--- src/rtl/frame_timing_gen.sv ---
`default_nettype none
// ==========================================================================
// frame_timing_gen : configurable vsync/hsync/AXI-Stream frame timing FSM
// Rev 1.0
// ==========================================================================
module frame_timing_gen #(
  parameter int CNT_W      = 16,
  parameter int VSYNC_LEN  = 16,
  parameter int HSYNC_LEN  = 6,
  parameter int HBLANK_LEN = 4,
  parameter int FS_DLY     = 12
) (
  input  logic             eim_clk,
  input  logic             eim_rst,
  input  logic             tx_eim_rst_n,
  input  logic [CNT_W-1:0] cfg_h_active,
  input  logic [CNT_W-1:0] cfg_v_active,
  input  logic             frame_req,
  input  logic             abort,
  input  logic             m_axis_tready,
  output logic             m_axis_tvalid,
  output logic             m_axis_tlast,
  output logic             m_axis_tuser,
  output logic [CNT_W-1:0] h_count,
  output logic [CNT_W-1:0] v_count,
  output logic             sig_vsync,
  output logic             sig_hsync,
  output logic             frame_busy,
  output logic             frame_done,
  output logic             read_frame_start,
  output logic             cfg_err
);

  localparam int c_LEN_MAX = (VSYNC_LEN > HSYNC_LEN)
                           ? ((VSYNC_LEN > HBLANK_LEN) ? VSYNC_LEN : HBLANK_LEN)
                           : ((HSYNC_LEN > HBLANK_LEN) ? HSYNC_LEN : HBLANK_LEN);
  localparam int c_LEN_W = (c_LEN_MAX > 1) ? $clog2(c_LEN_MAX) : 1;
  localparam logic [c_LEN_W-1:0] c_VS_LAST = c_LEN_W'(VSYNC_LEN - 1);
  localparam logic [c_LEN_W-1:0] c_HS_LAST = c_LEN_W'(HSYNC_LEN - 1);
  localparam logic [c_LEN_W-1:0] c_HB_LAST = c_LEN_W'(HBLANK_LEN - 1);
  localparam logic [c_LEN_W-1:0] c_LEN_ONE = c_LEN_W'(1);
  localparam logic [CNT_W-1:0]   c_ONE     = CNT_W'(1);
  localparam logic [CNT_W-1:0]   c_TWO     = CNT_W'(2);

  typedef enum logic [2:0] {
    S_IDLE   = 3'd0,
    S_VSYNC  = 3'd1,
    S_HSYNC  = 3'd2,
    S_ACTIVE = 3'd3,
    S_HBLANK = 3'd4,
    S_DONE   = 3'd5
  } state_t;

  state_t             r_state, w_state_nxt;
  logic [c_LEN_W-1:0] r_cnt, w_cnt_nxt;
  logic [CNT_W-1:0]   r_h, w_h_nxt, r_v, w_v_nxt;
  logic [CNT_W-1:0]   r_h_act, r_v_act;
  logic               r_tvalid, r_tlast, r_tuser, r_vsync, r_hsync;
  logic               r_busy, r_done, r_err, r_rfs;
  logic               w_err_nxt, w_latch, w_flush, w_fs_hs;
  logic [FS_DLY-1:0]  r_fs_sr;

  always_comb begin
    w_state_nxt = r_state;
    w_cnt_nxt   = r_cnt;
    w_h_nxt     = r_h;
    w_v_nxt     = r_v;
    w_err_nxt   = 1'b0;
    w_latch     = 1'b0;
    case (r_state)
      S_IDLE: begin
        if (frame_req && !abort) begin
          if (cfg_h_active >= c_TWO && cfg_v_active != '0) begin
            w_state_nxt = S_VSYNC;
            w_cnt_nxt   = '0;
            w_h_nxt     = '0;
            w_v_nxt     = '0;
            w_latch     = 1'b1;
          end else begin
            w_err_nxt   = 1'b1;
          end
        end
      end
      S_VSYNC: begin
        if (r_cnt == c_VS_LAST) begin
          w_state_nxt = S_HSYNC;
          w_cnt_nxt   = '0;
        end else begin
          w_cnt_nxt   = r_cnt + c_LEN_ONE;
        end
      end
      S_HSYNC: begin
        if (r_cnt == c_HS_LAST) begin
          w_state_nxt = S_ACTIVE;
          w_cnt_nxt   = '0;
        end else begin
          w_cnt_nxt   = r_cnt + c_LEN_ONE;
        end
      end
      S_ACTIVE: begin
        if (m_axis_tready) begin
          if (r_h == r_h_act - c_ONE) begin
            w_h_nxt = '0;
            if (r_v == r_v_act - c_ONE) begin
              w_state_nxt = S_DONE;
              w_v_nxt     = '0;
            end else begin
              w_state_nxt = S_HBLANK;
              w_v_nxt     = r_v + c_ONE;
              w_cnt_nxt   = '0;
            end
          end else begin
            w_h_nxt = r_h + c_ONE;
          end
        end
      end
      S_HBLANK: begin
        if (r_cnt == c_HB_LAST) begin
          w_state_nxt = S_HSYNC;
          w_cnt_nxt   = '0;
        end else begin
          w_cnt_nxt   = r_cnt + c_LEN_ONE;
        end
      end
      S_DONE:   w_state_nxt = S_IDLE;
      default:  w_state_nxt = S_IDLE;
    endcase
    // Abort and soft clear both land in IDLE with everything zeroed.
    if ((abort && r_state != S_IDLE) || !tx_eim_rst_n) begin
      w_state_nxt = S_IDLE;
      w_cnt_nxt   = '0;
      w_h_nxt     = '0;
      w_v_nxt     = '0;
      w_err_nxt   = 1'b0;
      w_latch     = 1'b0;
    end
  end

  assign w_flush = (abort && r_state != S_IDLE) || !tx_eim_rst_n;
  assign w_fs_hs = r_tuser & r_tvalid & m_axis_tready;

  always_ff @(posedge eim_clk or posedge eim_rst) begin
    if (eim_rst) begin
      r_state  <= S_IDLE;
      r_cnt    <= '0;
      r_h      <= '0;
      r_v      <= '0;
      r_h_act  <= '0;
      r_v_act  <= '0;
      r_tvalid <= 1'b0;
      r_tlast  <= 1'b0;
      r_tuser  <= 1'b0;
      r_vsync  <= 1'b0;
      r_hsync  <= 1'b0;
      r_busy   <= 1'b0;
      r_done   <= 1'b0;
      r_err    <= 1'b0;
      r_rfs    <= 1'b0;
    end else begin
      r_state  <= w_state_nxt;
      r_cnt    <= w_cnt_nxt;
      r_h      <= w_h_nxt;
      r_v      <= w_v_nxt;
      if (w_latch) begin
        r_h_act <= cfg_h_active;
        r_v_act <= cfg_v_active;
      end
      r_tvalid <= (w_state_nxt == S_ACTIVE);
      r_tlast  <= (w_state_nxt == S_ACTIVE) && (w_h_nxt == r_h_act - c_ONE);
      r_tuser  <= (w_state_nxt == S_ACTIVE) && (w_h_nxt == '0) && (w_v_nxt == '0);
      r_vsync  <= (w_state_nxt == S_VSYNC);
      r_hsync  <= (w_state_nxt == S_HSYNC);
      r_busy   <= (w_state_nxt != S_IDLE);
      r_done   <= (w_state_nxt == S_DONE);
      r_err    <= w_err_nxt;
      r_rfs    <= w_flush ? 1'b0 : r_fs_sr[FS_DLY-1];
    end
  end

  generate
    if (FS_DLY == 1) begin : g_fs_one
      always_ff @(posedge eim_clk or posedge eim_rst) begin
        if (eim_rst) r_fs_sr <= '0;
        else         r_fs_sr <= w_flush ? 1'b0 : w_fs_hs;
      end
    end else begin : g_fs_shift
      always_ff @(posedge eim_clk or posedge eim_rst) begin
        if (eim_rst) r_fs_sr <= '0;
        else         r_fs_sr <= w_flush ? '0 : {r_fs_sr[FS_DLY-2:0], w_fs_hs};
      end
    end
  endgenerate

  assign m_axis_tvalid    = r_tvalid;
  assign m_axis_tlast     = r_tlast;
  assign m_axis_tuser     = r_tuser;
  assign h_count          = r_h;
  assign v_count          = r_v;
  assign sig_vsync        = r_vsync;
  assign sig_hsync        = r_hsync;
  assign frame_busy       = r_busy;
  assign frame_done       = r_done;
  assign read_frame_start = r_rfs;
  assign cfg_err          = r_err;

endmodule
`default_nettype wire

--- config.mk ---
export PLATFORM = sky130hd
export DESIGN_NAME = frame_timing_gen
export DESIGN_NICKNAME = d
export VERILOG_FILES = /design/src/rtl/frame_timing_gen.sv
export SDC_FILE = /design/constraint.sdc
export NUM_CORES = 1
export LEC_CHECK = 0
export ABC_AREA = 1
export BUFFER_PORTS_ARGS = -buffer_cell sky130_fd_sc_hd__buf_2
export CORE_MARGIN = 2
export CORE_UTILIZATION = 50
export CTS_CLUSTER_DIAMETER = 120
export DETAILED_ROUTE_END_ITERATION = 12
export PLACE_DENSITY = 0.7
export SLEW_MARGIN = 5
export SYNTH_ARGS = -nofsm -noshare
export SYNTH_HDL_FRONTEND = slang
export SYNTH_SLANG_ARGS = --single-unit
--- constraint.sdc ---
create_clock -name eim_clk -period 3.95 [get_ports eim_clk]
set_clock_uncertainty 0.15 [all_clocks]
set_input_delay 0.5925 -clock eim_clk [delete_from_list [all_inputs] [get_ports eim_clk]]
set_output_delay 0.5925 -clock eim_clk [all_outputs]
set_load 0.005 [all_outputs]
==> flow_metrics.py <==
metrics = {
    "run_status": {
        "status": "completed",
    },
    "placement": {
        "post-place-ws_ns": 0.484,
        "dp_hpwl_microns": 14300,
        "global_placement_routability_congestion": 0.900,
        "placed_cell_area_sq_um": 7350,
        "numPortBuffers": 78,
    },
    "layout": {
        "postLayoutCoreUtil_pct": 58.2,
        "finish.net_count": 1191,
        "drive_gt1_share_pct": 12.4,
        "area_delta_synth_final_pct": 13.7,
        "top_library_cells_by_usage_in_the_layout_fill_and_taps_aside": "sky130_fd_sc_hd__nand2_1 (288), sky130_fd_sc_hd__nor2_1 (164), sky130_fd_sc_hd__inv_1 (160)",
        "layout_commonest_cell": "sky130_fd_sc_hd__nand2_1",
        "design_area_sq_um": 7710,
        "n_antenna_cell": 0,
    },
    "floorplan": {
        "floorplan.die_area_sq_um": 14500,
        "floorplan.io_pins": 79,
        "initial_core_util_pct": 51.2,
        "fp-row-count": 42,
        "die_x_microns": 120,
        "core_sq_um": 13200,
        "overall_die_height_microns": 120,
    },
    "drt": {
        "num_vias": 7015,
        "avgViaCountPerCell": 5.28,
        "routedWlPerCell_microns": 14.4,
        "antenna_left": 0,
        "drc": 0,
        "totalWireLength_microns": 19100,
        "drt_pre_antenna_iters": 7,
        "detailedRoute.firstIterationViolations": 416,
    },
    "worst_setup_path": {
        "critical_path_required_ns": 4.09,
        "timing.rr.start": "r_h_act[0]",
        "critPathMaxStageDelay_ns": 0.44,
        "timing.critical_path.buf_inv": 3,
        "rr_worst_depth": 23,
        "setup.worst_path.start_class": "flop",
        "path_delay_family": "simple AND/OR/NAND/NOR gates",
        "slowest_stage": "sky130_fd_sc_hd__dfrtp_1",
        "setup.reg_to_reg.worst_slack_ns": 0.47,
        "setup.worst_path.class": "flop to flop",
        "setup.worst_path.start": "r_h_act[0]",
        "crit_path_end_kind": "flop",
        "critical_path.cell_chain": "inv_2 > ha_1 > nand2_1 > nor2_1 > nand3_1 > nand2_1 > nand2_1 > nand2_1 > nand2_1 > nand2_1 > nor2_2 > nand3_2 > buf_4 > clkinv_1 > nand2_1 > nand2_1 > nand3_1 > nand2_1 > nand2_1 > nand2_1 > nor2_1 > nand3_1 > nor2_1",
        "worst-path-max-fanout": 21,
        "critPathArrivalTime_ns": 3.62,
        "cp_common_cell": "sky130_fd_sc_hd__nand2_1",
        "timing.rr.end": "m_axis_tuser",
    },
    "flow_run": {
        "max-cap-violations": 0,
    },
    "synthesis": {
        "syn_avg_cell_area_sq_um": 6.31,
        "synth_nets": 1119,
        "synth.largest_area_cell": "sky130_fd_sc_hd__dfrtp_1",
        "synth_edf_count": 0,
        "seq_area_frac_synth_pct": 33.9,
        "synth_cell_type_count": 38,
        "synth_cells": 1075,
        "async_reset_ff_share_pct": 100,
        "yosys.area.top_type_share_pct": 33.9,
        "cell_area_after_technology_mapping_sq_um": 6780,
        "ys_top_cells_by_area": "sky130_fd_sc_hd__dfrtp_1 (34%), sky130_fd_sc_hd__nand2_1 (16%), sky130_fd_sc_hd__nor2_1 (9.1%)",
        "synth-main-ff-cell": "sky130_fd_sc_hd__dfrtp_1",
        "ys_warn_count": 0,
        "ys_seq_elements": 92,
    },
    "sta": {
        "finalSetupViolations": 0,
        "fmax_mhz": 288,
        "final.setup.worst_slack_ns": 0.474,
        "report.final.slew_viol_count": 0,
        "timing_hold_violations_final": 0,
        "grt_setup_unrepaired": "no",
        "worst-slew-pin-transition_ns": 0.772,
        "fin_crit_ns": 3.48,
        "finalCritPeriodShare_pct": 88.0,
        "total_negative_setup_slacks_ns": 0,
        "worst_slew_margin_rel_pct": 48.5,
    },
    "clock_network": {
        "hold_buffer_count_at_cts": 0,
        "clock_sinks": 92,
        "postCtsSetupBuffers": 0,
        "cts.path.max_buffers": 2,
        "clock_tree.htree_level_count": 3,
        "cts_repair_resize_count": 0,
        "insertion_delay_ns": 0.35,
        "cts_inserted_buffers": 9,
        "tritoncts_clock_tree": "yes",
        "path_clk_slew_ns": 0.07,
        "clock_tree.root_cell": "sky130_fd_sc_hd__clkbuf_16",
    },
    "global_route": {
        "first_global_vias": 6580,
        "grt.total_usage_pct": 27.5,
        "grt_first_pass_wirelength_microns": 31800,
        "grt_start_max_net_pins": 43,
        "grt_antenna_before_repair": 0,
        "globalRoute.totalOverflow": 0,
    },
    "power_and_ir_drop": {
        "vdd_ir_drop_max_v": 0.000255,
        "leakagePower_uw": 0.00425,
        "power_density_nw_per_um2": 392,
    },
    "worst_hold_path": {
        "hp-class": "input pin to async pin",
    },
}
-- layer usage --
layer / vias to the layer above / GRT usage [%] / wire [microns]
li1: 3553 / - / -
met1: 3192 / 35.0 / 8510
met2: 234 / 47.9 / 9170
met3: 36 / 4.10 / 1030
met4: 0 / 8.50 / 389
met5: - / 0 / 0
-- cells by family after synthesis --
family / synth area share, %
XOR/XNOR: 3.23
multiplexers: 0.498
flip-flops: 33.9
AND/OR/NAND/NOR: 40.1
buffers and inverters: 11.3
adder cells (fa/ha/maj): 1.11
AO/OA/AOI/OAI: 9.78
-- metrics by stage --
step,std cells,power (uW),hold WS [ns]
finish,1328,3030,0.150
global route,1328,3220,0.188
CTS,1328,3030,0.171
detailed placement,1312,1990,0.311
global placement,1312,1980,0.300
floorplan,1075,1750,0.298
-- area by class of cell --
type | instances | area [sq um]
clock buffer | 11 | 253
sequential | 92 | 2300
clock inverter | 5 | 106
inverter | 168 | 633
tap | 176 | 220
timing repair buffer | 90 | 480
multi-input combinational | 786 | 3720
fill | 1374 | 5530
-- power by group --
group	switching [uW]	total, uW	internal [uW]
Combinational	515	800	284
Clock	387	1040	656
Sequential	141	1180	1040
Total	1040	3030	1980
-- worst max-delay path by stage --
stage	endpoint	cells past startpoint
after floorplan	cfg_err	1
after global placement	m_axis_tuser	23
after detailed placement	m_axis_tuser	23
after CTS	m_axis_tuser	23
after global routing	m_axis_tuser	23
final	m_axis_tuser	23
-- Yosys cell counts, types with 2 or more instances --
cell,n
sky130_fd_sc_hd__nand3_1,119
sky130_fd_sc_hd__mux2_2,3
sky130_fd_sc_hd__nand4_1,11
sky130_fd_sc_hd__nor2_2,10
sky130_fd_sc_hd__nor3_1,9
sky130_fd_sc_hd__o21bai_1,7
sky130_fd_sc_hd__nand2_2,6
sky130_fd_sc_hd__a31oi_1,21
sky130_fd_sc_hd__o22ai_1,3
sky130_fd_sc_hd__dfrtp_1,92
sky130_fd_sc_hd__nor2_1,165
sky130_fd_sc_hd__ha_1,6
sky130_fd_sc_hd__nor2_4,3
sky130_fd_sc_hd__o31ai_1,4
sky130_fd_sc_hd__buf_6,3
sky130_fd_sc_hd__nand3b_1,6
sky130_fd_sc_hd__nand3_2,2
sky130_fd_sc_hd__a21oi_1,58
sky130_fd_sc_hd__xnor2_1,5
sky130_fd_sc_hd__xor2_1,20
sky130_fd_sc_hd__nand2_1,289
sky130_fd_sc_hd__inv_1,161
sky130_fd_sc_hd__inv_2,6
sky130_fd_sc_hd__buf_2,3
sky130_fd_sc_hd__o21ai_1,4
sky130_fd_sc_hd__clkbuf_1,22
sky130_fd_sc_hd__nor4_1,8
sky130_fd_sc_hd__o21ai_0,19
-- flip-flops by register name, summed over array words and instances, names as in the netlist, 3 cells and up --
| register | flops |
|---|---|
| h_count | 16 |
| r_h_act | 16 |
| r_v_act | 16 |
| v_count | 16 |
| r_fs_sr | 12 |
| r_cnt | 4 |
| r_state | 3 |
Note: power is estimated with default switching activity, not from simulation.
